[config.mk]
export PLATFORM = sky130hd
export DESIGN_NAME = uart_tx_arbiter
export DESIGN_NICKNAME = d
export VERILOG_FILES = /design/src/rtl/uart_pkg.sv /design/src/rtl/uart_tx_arbiter_rr.sv /design/src/rtl/uart_tx_arbiter.sv
export SDC_FILE = /design/constraint.sdc
export NUM_CORES = 1
export LEC_CHECK = 0
export BUFFER_PORTS_ARGS = -buffer_cell sky130_fd_sc_hd__buf_2
export CAP_MARGIN = 20
export CORE_ASPECT_RATIO = 1.4
export CORE_MARGIN = 5
export CORE_UTILIZATION = 48
export CTS_CLUSTER_SIZE = 16
export DETAILED_ROUTE_END_ITERATION = 10
export HOLD_SLACK_MARGIN = 0.08
export PLACE_DENSITY = 0.74
export SYNTH_ARGS = -nofsm -noshare
export SYNTH_HDL_FRONTEND = slang
export SYNTH_SLANG_ARGS = --single-unit
[constraint.sdc]
create_clock -name clk -period 5.3 [get_ports clk]
set_input_delay 0.795 -clock clk [delete_from_list [all_inputs] [get_ports clk]]
set_output_delay 0.795 -clock clk [all_outputs]
set_load 0.02 [all_outputs]
[src/rtl/uart_pkg.sv]
// uart_pkg: shared state encoding, width defaults and helpers for the UART TX arbiter
package uart_pkg;
   localparam int DEF_DATA_W = 8;
   typedef enum logic [1:0] {
      IDLE      = 2'd0,
      START     = 2'd1,
      WAIT_DONE = 2'd2
   } arb_state_t;
   function automatic int clog2(input int v);
      int r;
      r = 0;
      for (int i = 0; i < 31; i++) if ((1 << i) < v) r = i + 1;
      return r;
   endfunction
endpackage

[src/rtl/uart_tx_arbiter_rr.sv]
// rr_arbiter: rotating-priority picker, first set req bit at or after ptr
module rr_arbiter import uart_pkg::*; #(
   parameter int N  = 4,
   parameter int IW = clog2(N)
) (
   input  logic [N-1:0]  req,
   input  logic [IW-1:0] ptr,
   output logic [N-1:0]  grant_nxt,
   output logic [IW-1:0] idx
);
   logic [N-1:0]   low_mask;
   logic [2*N-1:0] masked, first;
   // lower half keeps requests at/after ptr, upper half supplies the wrapped ones
   assign low_mask  = ~((N'(1) << ptr) - N'(1));
   assign masked    = {req, req & low_mask};
   assign first     = masked & (~masked + (2*N)'(1));
   assign grant_nxt = first[N-1:0] | first[2*N-1:N];
   always_comb begin
      idx = '0;
      for (int i = 0; i < N; i++) if (grant_nxt[i]) idx = IW'(i);
   end
endmodule

[src/rtl/uart_tx_arbiter.sv]
// uart_tx_arbiter: round-robin sharing of one UART TX core, with a frame watchdog
module uart_tx_arbiter import uart_pkg::*; #(
   parameter int N_REQ        = 4,
   parameter int DATA_W       = DEF_DATA_W,
   parameter int CLKS_PER_BIT = 5208,
   parameter int TIMEOUT_CYC  = 12 * CLKS_PER_BIT,
   localparam int IW          = clog2(N_REQ),
   localparam int WD_W        = clog2(TIMEOUT_CYC + 1)
) (
   input  logic                    clk,
   input  logic                    rst,
   input  logic [N_REQ-1:0]        req,
   input  logic [N_REQ*DATA_W-1:0] req_data,
   output logic [N_REQ-1:0]        grant,
   output logic                    tx_start,
   output logic [DATA_W-1:0]       tx_data_in,
   input  logic                    tx_busy,
   input  logic                    tx_done,
   output logic                    arb_busy,
   output logic [IW-1:0]           owner,
   output logic                    timeout
);
   arb_state_t       state, state_nxt;
   logic [IW-1:0]    ptr, win_idx;
   logic [N_REQ-1:0] win_oh;
   logic [WD_W-1:0]  wd;
   logic             take, expire;

   rr_arbiter #(.N(N_REQ), .IW(IW)) u_rr (
      .req       (req),
      .ptr       (ptr),
      .grant_nxt (win_oh),
      .idx       (win_idx)
   );

   assign take     = state == IDLE && req != '0 && !tx_busy;
   // a completion in the expiry cycle takes precedence over the abort
   assign expire   = state == WAIT_DONE && !tx_done && wd == WD_W'(TIMEOUT_CYC - 1);
   assign arb_busy = state != IDLE;

   always_comb begin
      state_nxt = state;
      case (state)
         IDLE:      state_nxt = take ? START : IDLE;
         START:     state_nxt = WAIT_DONE;
         WAIT_DONE: state_nxt = (tx_done || expire) ? IDLE : WAIT_DONE;
         default:   state_nxt = IDLE;
      endcase
   end

   always_ff @(posedge clk or posedge rst)
      if (rst) begin
         state      <= IDLE;
         ptr        <= '0;
         wd         <= '0;
         grant      <= '0;
         tx_start   <= 1'b0;
         timeout    <= 1'b0;
         tx_data_in <= '0;
         owner      <= '0;
      end else begin
         state    <= state_nxt;
         grant    <= take ? win_oh : '0;
         tx_start <= state == START;
         timeout  <= expire;
         if (take) begin
            tx_data_in <= req_data[win_idx*DATA_W +: DATA_W];
            owner      <= win_idx;
            ptr        <= win_idx == IW'(N_REQ - 1) ? '0 : win_idx + 1'b1;
         end
         wd <= state == START ? '0 :
               (state == WAIT_DONE && wd != WD_W'(TIMEOUT_CYC)) ? wd + 1'b1 : wd;
      end
endmodule
==> run metrics <==
startpoint types flop; fmax 0.3884 GHz; Worst Clk Skew 0.004510 ns; I/O pin count 57; DRC 0; Final Hold Violating Endpoints 0; reg2reg path depth 5; status finished clean; CTS tree done; CTS H-tree depth 2; CP max stage cell dfrtp_1; clock root cell clkbuf_8; Distinct cells, synth 46; post-synthesis simple-gate area fraction 23.61%; die span in y 88.23 um; Pins Over Slew Limit 0; synthesized area 2098 sq um; initial core utilization 49.50%; share of the synthesized area in the top cell type 42.93%; Final setup viols 0; Yosys warning total 0; Post-Route WL 5132 um; Core Area 4239 sq um; Post-CTS Setup Bufs 0; Synth Flop Type dfrtp_1; Slew @ Worst Pin 0.7213 ns; Pwr Total 1.036 mW; hold endpoint owner[0]; cts bufs inserted 5; layout cells sized above 1 29.86%; WL/cell 14.75 um; sequential area share after synthesis 42.93%; reg2reg start state[1]; most numerous cell in the Yosys netlist dfrtp_1; vias in the first global route 1887; min-delay worst type flop to flop; Post-synth top cells dfrtp_1 (36), nand2_1 (35), nor2_1 (23); CP endpoint kind primary output; drt via density 5.741; adder-cell share of the synthesized area 1.193%; all-layer global routing usage 18.96%; number of max-cap violations 0; Synth Register Bits 36; Num Clock Sinks 36; Max Fanout on Critical Path 21; post-synthesis cell count 236; Period minus WS final 2.574 ns; antenna viol nets, final 0; pwr/cell area 413.9 nW/um^2; wire length of the first global-routing pass 8500 um; Area growth, synth to finish 19.26%; placed inst area 2410 sq um; hold depth 1; maximum vdd drop 0.2956 mV; Max transition margin 51.92%; xor and xnor area share after synthesis 0%; Final Cycle Share 48.57%; final instance area 2502 sq um; initial antenna violation count 0; CTS resizes 0; die width 65.88 um; # diodes 0; unrepaired setup endpoints after global routing false; hold_sp owner[0]; clock network latency to the later pin of the worst-skew pair 0.29 ns; syn nets 278; largest net degree at the start of global routing 37; worst endpoint required time 4.51 ns; FF-to-FF End wd[14]; kind of critical path flop to primary output; hpwl dp 3765 um; drt pass-1 iters 5; compound-cell area share of the yosys netlist 21.88%; DRT iter0 DRCs 76; R2R Setup Slk 3.12 ns; Buffers on Ports 56; mean post-synth cell area 8.891 sq um; leakage power 1.149 nW; EDFF count, synth 0; FP Rows 28; Setup TNS 0 ns; Util after Layout 59.03%; biggest cell delay along the critical path 0.73 ns; largest family of logic cells by synthesized area simple AND/OR/NAND/NOR gates; GR Overflow Total 0; Layout Nets 329; RD Place Congestion 0.7999; Via Count 1998; cts hold-fix bufs 0; die area 5813 sq um; multiplexer share of the synthesized area 5.247%; Synth area leaders dfrtp_1 (43%), nand2_1 (6.3%), mux2_2 (4.3%); clock-pin slew on the worst setup and hold paths 0.08 ns; area leader, netlist dfrtp_1; Clock Path Buffers 2; ys async rst share 100.0%; critical path cell sequence inv_1 > nand2_1 > buf_2; Worst Path Arrival 1.78 ns
-- routing by layer --
layer / track usage [%] / vias up / share of wire (%)
met5: 0 / - / 0
met4: 9.811 / 0 / 2.3
met3: 5.210 / 12 / 7.9
met2: 33.49 / 97 / 51
met1: 20.49 / 925 / 38
li1: - / 964 / -
-- state kept, by name, summed over array words and instances (netlist names) --
register,flops
wd,16
tx_data_in,8
grant,4
owner,2
ptr,2
state,2
timeout,1
tx_start,1
-- worst max path at each step --
stage	endpoint	start	slack [ns]	depth (start not counted)
2_1_floorplan	owner[0]	req[1]	3.26	6
3_3_place_gp	tx_data_in[4]	req[0]	3.10	6
3_5_place_dp	tx_data_in[1]	req[2]	3.06	6
4_1_cts	arb_busy	state[0]	2.72	3
5_1_grt	arb_busy	state[0]	2.57	3
6_report	arb_busy	state[0]	2.73	3
-- power breakdown --
group	switching (mW)	internal [mW]	total, mW
Sequential	0.0805	0.342	0.422
Clock	0.107	0.0930	0.200
Combinational	0.257	0.157	0.414
-- placed cells by master (no fill, tap or decap), drive strengths merged, types with 2 or more instances in the layout --
| cell | Yosys | layout |
|---|---|---|
| buf | 7 | 58 |
| dfrtp | 36 | 36 |
| nand2 | 35 | 35 |
| nor2 | 23 | 23 |
| inv | 13 | 13 |
| a21oi | 11 | 11 |
| nand3 | 10 | 10 |
| o22ai | 9 | 9 |
| o21ai | 8 | 8 |
| mux2 | 8 | 8 |
| a41oi | 8 | 8 |
| and3 | 8 | 8 |
| nand4 | 5 | 5 |
| clkbuf | 7 | 5 |
| o31ai | 4 | 4 |
| o211ai | 4 | 4 |
| a32o | 3 | 3 |
| and2 | 3 | 3 |
| a211o | 3 | 3 |
| and4 | 3 | 3 |
| o21a | 2 | 2 |
| o211a | 2 | 2 |
| a31oi | 2 | 2 |
| mux2i | 2 | 2 |
| nor3 | 2 | 2 |
| a31o | 2 | 2 |
| ha | 2 | 2 |
| clkinvlp | 0 | 2 |
| nor3b | 2 | 2 |
-- through the flow --
stage          setup WS [ns]  hold slack [ns]  cells
2_1_floorplan          3.261           0.4704    236
3_3_place_gp           3.096           0.4714    340
3_5_place_dp           3.058           0.4900    340
4_1_cts                2.716           0.5093    348
5_1_grt                2.570           0.5347    348
6_report               2.726           0.4982    348
-- area by class of cell --
| cell class | count | area (sq um) |
|---|---|---|
| clock buffer | 5 | 68.82 |
| clock inverter | 3 | 23.77 |
| fill | 382 | 1737 |
| inverter | 13 | 48.80 |
| multi-input combinational | 173 | 1090 |
| sequential | 36 | 900.9 |
| tap | 60 | 75.07 |
| timing repair buffer | 58 | 295.3 |
-- logic make-up after synthesis --
logic type	Yosys count
buffers and inverters	27
AO/OA/AOI/OAI	63
adder cells (fa/ha/maj)	2
multiplexers	10
AND/OR/NAND/NOR	98
flip-flops	36
-- worst max-delay path, delay by kind of cell (launching register included) --
kind,cells,cell delay (ns)
flip-flops,1,0.73
AND/OR/NAND/NOR,1,0.20
buffers and inverters,2,0.55
Note: power is estimated with default switching activity, not from simulation.
